===== src/rtl/mem_arbiter.sv =====
// mem_arbiter: two-port (I-cache / D-cache) block memory arbiter.
// Round-robin on contention, one registered memory transaction per grant.
//
// Ports:
//   clk, rst_n              clock (rising edge), synchronous active-low reset
//   i_read/i_write/i_addr   I-cache block request, i_wdata write block
//   i_rdata/i_ready         I-cache read block and completion strobe
//   d_read/d_write/d_addr   D-cache block request, d_wdata write block
//   d_rdata/d_ready         D-cache read block and completion strobe
//   mem_read/mem_write      memory strobes (registered, never both high)
//   mem_addr/mem_wdata      memory block address / write block (registered)
//   mem_rdata/mem_ready     memory read block and completion
module mem_arbiter #(
   parameter int ADDR_W = 28,
   parameter int DATA_W = 128
) (
   input  logic              clk,
   input  logic              rst_n,
   input  logic              i_read,
   input  logic              i_write,
   input  logic [ADDR_W-1:0] i_addr,
   input  logic [DATA_W-1:0] i_wdata,
   output logic [DATA_W-1:0] i_rdata,
   output logic              i_ready,
   input  logic              d_read,
   input  logic              d_write,
   input  logic [ADDR_W-1:0] d_addr,
   input  logic [DATA_W-1:0] d_wdata,
   output logic [DATA_W-1:0] d_rdata,
   output logic              d_ready,
   output logic              mem_read,
   output logic              mem_write,
   output logic [ADDR_W-1:0] mem_addr,
   output logic [DATA_W-1:0] mem_wdata,
   input  logic [DATA_W-1:0] mem_rdata,
   input  logic              mem_ready
);

   typedef enum logic [1:0] {
      IDLE    = 2'd0,
      GNT_I   = 2'd1,
      GNT_D   = 2'd2,
      RELEASE = 2'd3
   } state_t;

   state_t            r_state;
   logic              r_last_gnt;
   logic              r_mem_read;
   logic              r_mem_write;
   logic [ADDR_W-1:0] r_mem_addr;
   logic [DATA_W-1:0] r_mem_wdata;
   logic [DATA_W-1:0] r_i_rdata;
   logic [DATA_W-1:0] r_d_rdata;

   logic w_i_req;
   logic w_d_req;
   logic w_pick_d;
   logic w_i_done;
   logic w_d_done;

   assign w_i_req = i_read | i_write;
   assign w_d_req = d_read | d_write;

   // D wins unless I is also asking and D held the previous grant.
   assign w_pick_d = w_d_req & ~(w_i_req & r_last_gnt);

   // Completion is suppressed while reset is asserted so an
   // aborted transfer never produces a ready pulse.
   assign w_i_done = rst_n & (r_state == GNT_I) & mem_ready;
   assign w_d_done = rst_n & (r_state == GNT_D) & mem_ready;

   always_ff @(posedge clk) begin
      if (!rst_n) begin
         r_state     <= IDLE;
         r_last_gnt  <= 1'b0;
         r_mem_read  <= 1'b0;
         r_mem_write <= 1'b0;
         r_mem_addr  <= '0;
         r_mem_wdata <= '0;
         r_i_rdata   <= '0;
         r_d_rdata   <= '0;
      end else begin
         unique case (r_state)
            IDLE: begin
               if (w_pick_d) begin
                  r_state     <= GNT_D;
                  r_last_gnt  <= 1'b1;
                  r_mem_write <= d_write;
                  r_mem_read  <= d_read & ~d_write;
                  r_mem_addr  <= d_addr;
                  r_mem_wdata <= d_wdata;
               end else if (w_i_req) begin
                  r_state     <= GNT_I;
                  r_last_gnt  <= 1'b0;
                  r_mem_write <= i_write;
                  r_mem_read  <= i_read & ~i_write;
                  r_mem_addr  <= i_addr;
                  r_mem_wdata <= i_wdata;
               end
            end
            GNT_I: begin
               if (mem_ready) begin
                  r_state     <= RELEASE;
                  r_mem_read  <= 1'b0;
                  r_mem_write <= 1'b0;
                  r_i_rdata   <= mem_rdata;
               end
            end
            GNT_D: begin
               if (mem_ready) begin
                  r_state     <= RELEASE;
                  r_mem_read  <= 1'b0;
                  r_mem_write <= 1'b0;
                  r_d_rdata   <= mem_rdata;
               end
            end
            // One dead cycle lets the caches drop their
            // registered requests before we arbitrate again.
            RELEASE: r_state <= IDLE;
            default: r_state <= IDLE;
         endcase
      end
   end

   assign mem_read  = r_mem_read;
   assign mem_write = r_mem_write;
   assign mem_addr  = r_mem_addr;
   assign mem_wdata = r_mem_wdata;

   assign i_ready = w_i_done;
   assign d_ready = w_d_done;
   assign i_rdata = w_i_done ? mem_rdata : r_i_rdata;
   assign d_rdata = w_d_done ? mem_rdata : r_d_rdata;

endmodule


===== config.mk =====
export PLATFORM = sky130hd
export DESIGN_NAME = mem_arbiter
export DESIGN_NICKNAME = d
export VERILOG_FILES = /design/src/rtl/mem_arbiter.sv
export SDC_FILE = /design/constraint.sdc
export NUM_CORES = 1
export LEC_CHECK = 0
export ABC_CLOCK_PERIOD_IN_PS = 5120
export BUFFER_PORTS_ARGS = -buffer_cell sky130_fd_sc_hd__buf_4
export CORE_AREA = 10 10 331 333
export CTS_BUF_LIST = sky130_fd_sc_hd__clkbuf_4 sky130_fd_sc_hd__clkbuf_8 sky130_fd_sc_hd__clkbuf_16
export CTS_CLUSTER_DIAMETER = 150
export DETAILED_ROUTE_END_ITERATION = 7
export DIE_AREA = 0 0 341 343
export PLACE_DENSITY = 0.44
export SYNTH_ARGS = -nofsm -noshare
export SYNTH_HDL_FRONTEND = slang
export SYNTH_SLANG_ARGS = --single-unit

===== constraint.sdc =====
create_clock -name clk -period 5.12 [get_ports clk]
set_input_delay 0.256 -clock clk [delete_from_list [all_inputs] [get_ports clk]]
set_output_delay 0.256 -clock clk [all_outputs]
set_load 0.02 [all_outputs]

==> run summary, run 1 <==
The routed length per placed instance was 20.88 um. Walking the worst path, the cells encountered are inv_1 > ha_1 > nand3_4 > inv_4 > buf_12 > nand2_1 > nand2_1 > buf_4. The pin count of the biggest net entering global routing is 158, and the width of the chip is 341 um. The first global-routing pass estimated 154.8 mm of wire.

The vertical die dimension came out at 343 um. The run gives 5 as the iteration count of the initial detailed-routing pass. Across the routed clock network, the largest skew measured is 42.38 ps. For the placement row count, the log shows 118. The transition time of the tightest slew-check pin came out at 1077 ps. The area of the mapped netlist was 0.01764 mm2. The run gives 3290 ps as the arrival time of data at the critical path endpoint. Leaving out fill and tap cells, the most frequent cells in the layout are 1,282 x sky130_fd_sc_hd__nand2_1, 874 x sky130_fd_sc_hd__buf_4, 439 x sky130_fd_sc_hd__dlygate4sd3_1. After clock tree synthesis, the clock-pin slew on the worst setup and hold paths is 60 ps. The flow ran to the end, and the final reports show no timing, DRC or antenna violations. The worst hold path belongs to the class in2reg. Synthesis handed over a netlist of 2,576 instances.

Across the VDD grid, the largest voltage drop is 0.3461 mV. The share of the cycle needed by the critical path after routing is 69.22%. Counting every net in the synthesized netlist gives 3,027. Cell seen most often among critical-path stages: sky130_fd_sc_hd__nand2_1.

Together, buffers and inverters on the worst path number 4. After filler insertion, the fill cell instance count of the layout stands at 11,180. Before CTS, the worst setup slack after placement is 1911 ps.

Leaving out fill and tap cells, the most frequent cell in the layout is sky130_fd_sc_hd__nand2_1. The depth of the CTS H-tree is 2, and the total negative setup slack is 0 ps. The total grt overflow is 0. Grouping stages by cell kind, the critical path spends the most delay in buffers and inverters.

The share of synthesized area in the top cell type comes to 47.33%. For the final routed wirelength across all metal layers, the log shows 108.0 mm. The largest family of logic cells by synthesized area is simple AND/OR/NAND/NOR gates. The root buffer cell chosen for the clock tree is sky130_fd_sc_hd__clkbuf_16. The detail route stage leaves a number of antenna-violating nets equal to 0.

Of the synthesized area, sequential elements account for 47.33%. The mux contribution to synthesized area was 0.05675%. The deepest clock path buffer count is 3. The synthesized netlist devotes 19.68% of its cell area to compound gates. The number of hold violations in the final report was 0. The mean cell area of the mapped netlist came out at 6.848 um2. The initial utilization of the core area, before any placement, comes to 17.14%. After Yosys synthesis, XOR and XNOR cells account for 0% of the synthesized area. Setup violations remaining at the end of the flow were counted as 0. For this run, the number of Yosys warnings is 0.

Headroom to the max-slew limit came out at 28.18%. In the routed layout, each cell is associated on average with a via count of 4.317. Distinct cell type count after synthesis: 35.

In this run, the number of DRC markers left after iteration 0 of detailed routing was 1,426. For this run, the top clock speed supported by timing is 282.2 MHz. On the critical path, the stage with the largest delay is an instance of sky130_fd_sc_hd__inv_4. In the post-route analysis, the smallest setup slack over all paths is 1576 ps.

The clock net in this run drives a total of 417 sinks. In this run the worst path has a maximum fanout of 99. The largest single stage delay on the critical path is 480 ps.

The tools report the max-slew violation count as 0. After floorplanning, the core was sized to cover 0.1029 mm2. Of the total synthesized cell area, the portion taken by full adders, half adders and majority gates is 0.2837%.

In the routed design, unresolved DRC markers number 0. After the last flow step, the layout net total stands at 4,196. The tools report the post-CTS setup buffer count as 0.

The run gives 22,500 as the number of global-route vias before repair. STA classifies the critical path startpoint as a flip-flop. TritonCTS built the clock tree.

The worst setup path is captured at an output port. After synthesis the netlist holds a flip-flop and latch count of 417. TritonCTS created 54 clock buffers. The number of antenna violations at the first check in global routing came out at 7.

For the top-level I/O count, the log shows 863. Cells with a size suffix above 1 make up 26.16% of the layout. The power per cell area is 490.7 mW/mm2, and the number of gates resized after cts is 0. The required time of the critical path came out at 4860 ps. The later pin in the worst-skew pair is clocked with a latency of 640 ps. From synthesis to final layout, the design area changed by 79.05%.

The total global routing track utilization is 17.42%. Setup repair after global routing left no endpoint under its margin. The count of buffers inserted at the top-level ports came out at 862. After Yosys synthesis, and, or, nand and nor cells account for 27.73% of the synthesized area. The category of the most critical setup path was reg2out. The logs give 0 for the count of maximum capacitance violations and 76.63 mm for the sum of net half-perimeters after detailed placement.

The shortest clock period the worst path allows after layout works out to 3544 ps. The floorplan step defined a die boundary enclosing 0.1170 mm2. The routed layout has 22,330 vias.

For this design the static power due to leakage is 16.00 nW. The routability congestion estimate from global placement came out at 0.8585. Yosys attributes the largest share of cell area to sky130_fd_sc_hd__dfxtp_1 47%, sky130_fd_sc_hd__nand2_1 27%, sky130_fd_sc_hd__o21ai_0 8.7%. Summed over all instances, the cell type with the most area after synthesis is sky130_fd_sc_hd__dfxtp_1.
-- cell families (layout without fill, tap and decap cells) --
| group | Yosys count | count (layout) |
|---|---|---|
| and+or+nand+nor | 1295 | 1295 |
| AOI/OAI and AO/OA | 642 | 642 |
| DFF | 417 | 417 |
| buffers and inverters | 217 | 1426 |
| adders and majority gates | 4 | 4 |
| muxes | 1 | 1 |
| other | 0 | 7 |
-- cell usage after synthesis, drive strengths merged --
cell,instances
a21boi,2
a21oi,159
a221o,1
a2bb2oi,1
a311oi,1
a31oi,156
a32oi,1
and3b,1
buf,49
clkbuf,159
dfxtp,417
ha,4
inv,9
mux2i,1
nand2,1282
nand2b,1
nand3,2
nand3b,1
nor2,2
nor2b,2
nor3b,1
nor4,1
o211ai,1
o21a,1
o21ai,314
o221ai,1
o22ai,1
o32ai,1
o41a,1
o41ai,1
or2,1
or3,1
-- per-stage QoR --
step                      hold slack [ps]  cell area [um2]  util, %  total power, mW  std cells
after floorplan                     373.2            17640        -            7.575       2576
after global placement              429.5            25340    24.62            10.82       4630
after detailed placement            432.8            25340    24.62            10.80       4630
after CTS                           18.86            31570    30.68            15.73       5165
after global routing                23.89            31580    30.68            16.33       5169
final                               73.19            31580    30.69            15.50       5172
-- power breakdown --
| part | leakage [nW] | switching [mW] | internal [mW] |
|---|---|---|---|
| Sequential | 3.41 | 0.530 | 4.08 |
| Clock | 0.928 | 1.61 | 2.37 |
| Combinational | 11.7 | 4.12 | 2.78 |
| Total | 16.0 | 6.26 | 9.23 |
-- final cells by class --
type	count	area [um2]	area share (%)
repair buffers	1321	11120	35.19
multi-input cells	1942	8501	26.91
clock inverters	17	229.0	0.7250
clock buffers	79	1608	5.091
flip-flops and latches	417	8348	26.43
diodes	7	17.52	0.05546
inverters	9	38.79	0.1228
well taps	1380	1727	5.467
-- path summary, 6_finish.rpt --
| check | slack (ps) | start | end | cells past startpoint |
|---|---|---|---|---|
| hold / removal | 70 | d_wdata[19] | mem_wdata[19] | 3 |
| hold reg to reg | 440 | r_d_rdata[59] | r_d_rdata[59] | 2 |
| setup reg to reg | 1870 | r_state[1] | mem_wdata[97] | 7 |
| setup / recovery | 1580 | r_state[0] | d_rdata[6] | 8 |
-- per-layer routing --
metal | vias to the layer above | part of all wire (%) | global-route usage, %
li1 | 10810 | - | -
met1 | 10530 | 40 | 20.50
met2 | 818 | 48 | 29.49
met3 | 167 | 7.9 | 5.258
met4 | 4 | 3.9 | 6.724
met5 | - | 0.031 | 0
-- flip-flops by register name (all words and copies together) (netlist names) --
register and flops:
mem_wdata 128, r_d_rdata 128, r_i_rdata 128, mem_addr 28, r_state 2, mem_read 1
mem_write 1, r_last_gnt 1
-- worst min-delay path, stage by stage --
cell,delay [ps]
sky130_fd_sc_hd__buf_4,80
sky130_fd_sc_hd__a31oi_1,150
sky130_fd_sc_hd__a21oi_1,180
-- timing repair --
action                                  CTS  global route
hold buffers                            439             0
endpoints found under the setup margin    0             0
endpoints found under the hold margin   414             0
(Power assumes the default switching activity.)
==> run 2, diff against run 1 <==
- ABC_CLOCK_PERIOD_IN_PS: 5120 -> 3200
- PLACE_DENSITY: 0.44 -> 0.45
- clock period: 5.12 -> 3.2 ns (I/O delays scaled with it)
==> run summary, run 2 (synthesis gave the netlist of run 1 again) <==
Of all nets on the critical path, the largest fanout is 128. The worst relative slew slack is 32.47%. In the layout the commonest cells are 1,282 x sky130_fd_sc_hd__nand2_1, 898 x sky130_fd_sc_hd__buf_4, 446 x sky130_fd_sc_hd__dlygate4sd3_1. After detailed routing, the average wire length per cell comes to 21.27 um. For the clock sink count, the log shows 417.

Setup repair after global routing left no endpoint under its margin. The congestion estimate from routability-driven global placement came to 0.8633. The launch instance of the worst register-to-register path is r_state[1]. Data on the critical path is required at its endpoint by 3040 ps.

Counting along the longest clock path gives a buffer depth of 3. The post-route non-filler standard cell count was 5,220. The tools report the max-slew violation count as 0. For this configuration, the core starts out at a cell density of 17.14%. The tools report the residual DRC count as 0.

Max-cap violations in this run came to 0. The pin count of the biggest net entering global routing is 155. The tools report the total grt overflow as 0. Once the clock tree was built, the setup fixing pass inserted 0 buffers. The part of the total power dissipated in combinational logic was 45.4%; the area of the placeable core was 0.1029 mm2.

The number of placed instances, taps included, is 4,665. The share of the cycle needed by the critical path after routing is 90.58%. The worst min-delay path category is in2reg. In the post-route analysis, the smallest setup slack over all paths is 301.5 ps. The number of hold violations in the final report came out at 0.

The count of antenna-violating nets left after detailed routing was 0. The transition time of the tightest slew-check pin came out at 1013 ps. STA classifies the critical path endpoint as an output port. The shortest clock period the worst path allows after layout is 2899 ps. Adding up every negative setup slack in the final design gives 0 ps. The worst hold path stage count was 4. The die is 341 um wide.

The power per cell area came out at 782.8 mW/mm2. The most numerous cell type found on the critical path is sky130_fd_sc_hd__nand2_1. The peak per-stage delay on the critical path is 350 ps. The library cell used most frequently in the layout, excluding fill and tap cells, is sky130_fd_sc_hd__nand2_1. The static leakage came out at 16.25 nW. OpenSTA, run right after detailed placement, puts the worst setup slack at 968.6 ps. The share of the core filled with cells is 31.14%, and the count of buffers inserted at the top-level ports is 862. Cell internal power was estimated by the tool at 14.93 mW. Static timing analysis puts the maximum clock frequency at 345.0 MHz.

The critical path goes through inv_1 > ha_1 > nand3_4 > buf_12 > nand2_1 > nand2_1 > buf_4. In this run switching power makes up 40.49% of total power. Number of global-route vias before repair: 22,440. The first global-routing pass estimated 157.8 mm of wire.

The detailed router finished its first iteration with 1,437 violations. The first TritonRoute pass finished after 8 iterations. The cell sitting at the root of the clock tree is a sky130_fd_sc_hd__clkbuf_16. The tools report the sequential cell fraction of total power as 29.4%. The run gives 0.6646 mV as the peak ir drop on the vdd network. TritonCTS built the clock tree. The placement row count is 118. The logs give 2740 ps for the arrival time of data at the critical path endpoint and 54 for the number of clock buffers inserted by TritonCTS.

The H-tree generated during clock tree synthesis spans 2 levels. Counting cells, the worst reg-to-reg path comes to 7. The die is 343 um tall.

Gates resized during post-CTS repair numbered 0. In this run the critical register-to-register path is captured at mem_addr[15]. Using the TritonRoute via totals, the vias-per-cell ratio works out to 4.319. The area growth from synthesis to layout was 81.69%; the area of the die was 0.1170 mm2. The clock latency on the worst-skew pair was 630 ps; the layout cell share with drive strength beyond 1 was 26.84%.

The final-layout fill cell count is 11,050. The run gives 0.008501 mm2 as the footprint of the multi-input gates. The worst hold path terminates at mem_read. After clock tree synthesis, the clock-pin slew on the worst setup and hold paths is 60 ps.

Across the whole layout, storage elements account for 0.008348 mm2. The clock skew is 26.74 ps. Final layout net count: 4,238. Launch instance of the worst min-delay path: mem_ready.

Setup violations remaining at the end of the flow were counted as 0. The analysis attributes to net switching a power of 10.16 mW. Of the total power, the clock network draws 25.2%. Total global routing track utilization: 17.83%. For flop-to-flop paths, the worst setup slack is 490 ps.

The routed design has 111.0 mm of wire. Total via count in the routed design: 22,540. In this run the count of I/O pins placed on the die edge is 863.

The flow ran to the end, and the final reports show no timing, DRC or antenna violations. The number of antenna violations at the first check in global routing came out at 11. Summed over all nets, the half-perimeter wirelength after detailed placement is 82.49 mm. STA classifies the critical path startpoint as a flip-flop.

Among all stages on the critical path, the largest delay is contributed by sky130_fd_sc_hd__dfxtp_1. The category of the most critical setup path is reg2out.
## run 2: changes by cell type in the layout (fill, tap and decap cells not counted), sizes merged
cell	before	now
buf	882	917
bufinv	4	3
clkbuf	79	77
clkinv	12	16
clkinvlp	0	2
diode	7	10
dlygate4sd3	439	446
## run 2: power by group through the flow
stage	clock network, mW	logic, mW	registers (mW)
6_report	6.31	11.4	7.39
2_1_floorplan	0	3.82	8.30
3_5_place_dp	0	10.2	7.44
3_3_place_gp	0	10.2	7.45
4_1_cts	6.52	11.5	7.37
5_1_grt	6.73	12.2	7.52
## run 2: stage by stage
step | hold slack [ps] | power, mW | area [um2]
final | 112.2 | 25.09 | 32050
after global routing | 107.5 | 26.46 | 32050
after CTS | 52.55 | 25.42 | 32020
after detailed placement | 379.6 | 17.60 | 25740
after global placement | 380.9 | 17.64 | 25740
after floorplan | 277.2 | 12.12 | 17640
## run 2: final cells by class
type / instances / area share (%)
inverter: 9 / 0.1210
sequential: 417 / 26.05
tap: 1380 / 5.388
antenna: 10 / 0.07808
clock inverter: 22 / 0.6988
clock buffer: 77 / 4.989
multi-input combinational: 1942 / 26.52
timing repair buffer: 1363 / 36.15
## run 2: worst max-delay path, delay by kind of cell (launching register included)
kind                     cells  cell delay [ps]
adder cells (fa/ha/maj)      1              270
buffers and inverters        3              620
flip-flops                   1              350
AND/OR/NAND/NOR              3              500
## run 2: how the worst max path moves through the flow
stage                     from      endpoint  slack (ps)  cells past startpoint
floorplan           r_state[1]  i_rdata[108]        1480                      8
global placement    r_state[1]   i_rdata[27]         980                      8
detailed placement  r_state[1]   i_rdata[27]         970                      8
CTS                 r_state[1]   i_rdata[27]         250                      8
global route        r_state[0]   d_rdata[67]         160                      7
finish              r_state[0]   d_rdata[67]         300                      7
## run 2: per-layer routing
| metal | global-route usage (%) | wire length (um) |
|---|---|---|
| met1 | 20.38 | 43160 |
| met2 | 30.67 | 54160 |
| met3 | 5.429 | 9193 |
| met4 | 7.449 | 4530 |
| met5 | 0 | 0 |
## run 2: repair_timing
action,CTS,global route
hold endpoints to repair,416,0
hold buffers,446,0
setup endpoints to repair,0,0
==> run 3, diff against run 2 <==
- RECOVER_POWER: default -> 50
==> run summary, run 3 (synthesis gave the netlist of run 1 again) <==
The sum of net half-perimeters after detailed placement is 82.49 mm. Setup slack on the worst reg-to-reg path comes out at 470 ps. Cell internal power was estimated by the tool at 14.16 mW. In this run the power spent charging and discharging nets is 10.14 mW.

CTS built an H-tree with a depth of 2. The run finished, with violations left. In this run, the number of DRC markers left after iteration 0 of detailed routing was 1,455. The static leakage is 15.58 nW, and the final-layout fill cell count is 11,200. VDD sags by at most 0.6400 mV. The tools report the count of antenna-violating nets left after detailed routing as 0.

The number of hold violations in the final report is 0. Total via count in the routed design: 22,490. The sequential cell fraction of total power came out at 30.3%. STA classifies the critical path startpoint as a flip-flop. After detailed routing, the number of vias per cell comes to 4.308.

The tools report the share of power burned in the clock network as 26.0%. The category of the most critical setup path was reg2out. The share of the cycle needed by the critical path after routing was 89.27%; the final instance area was 0.03138 mm2. The met2 routed wirelength was 53.96 mm. The worst register-to-register path ends at mem_addr[15].

The count of buffers inserted at the top-level ports works out to 862. For this design, the CTS-stage hold fixing added 446 buffers. The final layout net count was 4,238. The first global-routing pass estimated 157.8 mm of wire. The startpoint identified for the worst hold timing path is mem_ready. Gates resized during post-CTS repair numbered 0.

The number of antenna violations at the first check in global routing was 11. Cell seen most often among critical-path stages: sky130_fd_sc_hd__nand2_1. In this run, CTS created clock tree buffers numbering 54. In this run the horizontal extent of the chip is 341 um. Grouping stages by cell kind, the critical path spends the most delay in buffers and inverters. Measured against its own limit, the worst slew margin works out to -19.68%. In this run the count of I/O pins placed on the die edge is 863. The clock root buffer is sky130_fd_sc_hd__clkbuf_16. The worst hold path passes through 4 cells. For the clock sink count, the log shows 417. TritonCTS built the clock tree. In the final timing run, aggregate negative setup slack is 0 ps.

Clock skew on the completed layout was measured at 25.41 ps. Walking the worst path, the cells encountered are inv_1 > ha_1 > nand3_4 > buf_12 > nand2_1 > nand2_1 > buf_4. The run gives 80 as the max-slew violation count.

The placement row count was 118; the shortest clock period the worst path allows after layout was 2857 ps. Highest metal layer used by the detailed router: met4. Timing analysis after detailed placement gives a worst setup slack of 968.6 ps. Iteration count of the initial detailed-routing pass: 5.

The area of the die is 0.1170 mm2, and the initial standard-cell utilization of the core is 17.14%. The worst register-to-register path begins at r_state[1]. Setup violations remaining at the end of the flow were counted as 0.

The total grt overflow is 0. The count of maximum capacitance violations was 1; the deepest clock path buffer count was 3. Per report_power, the combinational group accounts for 43.7% of the total.

Relative to the synthesized area, the layout overhead comes to 77.92%. Dividing the detail-routed wire length by the instance count gives 21.29 um. Worst path setup slack after routing: 343.4 ps. For the area of the placeable core, the log shows 0.1029 mm2. Required time of the critical path: 3040 ps. The final reports fail on max-capacitance violations, max-slew violations. Residual DRC count: 0. For this block, wires on met1 add up to 43.98 mm. In this run the worst path has a maximum fanout of 128. The library cells used most frequently in the layout, excluding fill and tap cells, are 1,282 x sky130_fd_sc_hd__nand2_1, 735 x sky130_fd_sc_hd__buf_4, 446 x sky130_fd_sc_hd__dlygate4sd3_1. At the pin with the least slew margin, the transition time is 1795 ps. Setup repair after global routing left no endpoint under its margin.

The worst min-delay path category was in2reg. Power spread over the standard cell area amounts to 774.3 mW/mm2. Summed over all nets, wire length on met3 after detailed routing comes to 8.487 mm. Count of buffer and inverter cells on the critical path: 3. In this run the cell area measured after placement is 0.02574 mm2.

On the worst path, the slowest cell contributes a delay of 350 ps. The slowest stage of the critical path is the sky130_fd_sc_hd__dfxtp_1 cell. Net switching share of the total power: 41.72%.

At the worst endpoint, the arrival time is 2700 ps. Routability-driven placement finished with a final weighted congestion of 0.8633. From bottom edge to top edge, the die measures 343 um.

The logs give 22,440 for the number of global-route vias before repair and 0 for the post-CTS setup buffer count. The hold path endpoint was mem_read. Layout cell share with drive strength beyond 1: 22.53%. The logs give 17.83% for the total global routing track utilization and 155 for the pin count of the biggest net entering global routing. Clock latency on the worst-skew pair, taken at its later pin, is 630 ps. The timing-limited maximum frequency was 350.1 MHz. STA classifies the critical path endpoint as an output port.

Depth of the worst register-to-register path: 7. Clock-pin slew was measured on the worst setup and hold paths at 60 ps. Most common cell after layout, fill and taps aside: sky130_fd_sc_hd__nand2_1. Summed over all layers, the routed wires come to 111.1 mm.
run 3: cell types whose count changed in the layout (fill, tap and decap cells not counted), sizes merged:
| cell | before | now |
|---|---|---|
| buf | 917 | 753 |
| clkbuf | 77 | 241 |
run 3: worst max path at each step:
stage	from	slack [ps]	cells past startpoint	to
finish	r_state[0]	340	7	d_rdata[67]
detailed placement	r_state[1]	970	8	i_rdata[27]
global route	r_state[0]	100	6	r_d_rdata[98]
global placement	r_state[1]	980	8	i_rdata[27]
CTS	r_state[1]	250	8	i_rdata[27]
floorplan	r_state[1]	1480	8	i_rdata[108]
run 3: final cells by class:
type | instances | area (um2) | area share [%]
well taps | 1380 | 1727 | 5.502
repair buffers | 1363 | 10940 | 34.87
diodes | 10 | 25.02 | 0.07974
clock inverters | 22 | 224.0 | 0.7136
clock buffers | 77 | 1599 | 5.095
flip-flops and latches | 417 | 8348 | 26.60
multi-input cells | 1942 | 8478 | 27.01
inverters | 9 | 38.79 | 0.1236
run 3: tightest hold or removal path, delay by kind of cell:
kind / cells / cell delay (ps)
AND/OR/NAND/NOR: 1 / 90
buffers and inverters: 1 / 150
AO/OA/AOI/OAI: 2 / 240
run 3: power by group through the flow:
stage	registers [mW]	logic, mW	clock network (mW)
2_1_floorplan	8.30	3.82	0
3_3_place_gp	7.45	10.2	0
3_5_place_dp	7.44	10.2	0
4_1_cts	7.37	11.5	6.52
5_1_grt	7.49	11.4	6.73
6_report	7.36	10.6	6.31
run 3: metal layers:
layer,vias to the layer above,global-route usage [%]
met5,-,0
met4,0,7.449
met3,164,5.429
met2,843,30.67
met1,10590,20.38
li1,10890,-
run 3: per-stage QoR:
stage / hold slack (ps) / power, mW / instances / util (%)
2_1_floorplan: 277.2 / 12.12 / 2576 / -
3_3_place_gp: 380.9 / 17.64 / 4665 / 25.01
3_5_place_dp: 379.6 / 17.60 / 4665 / 25.01
4_1_cts: 52.55 / 25.42 / 5210 / 31.12
5_1_grt: 72.08 / 25.65 / 5220 / 30.50
6_report: 72.23 / 24.30 / 5220 / 30.50
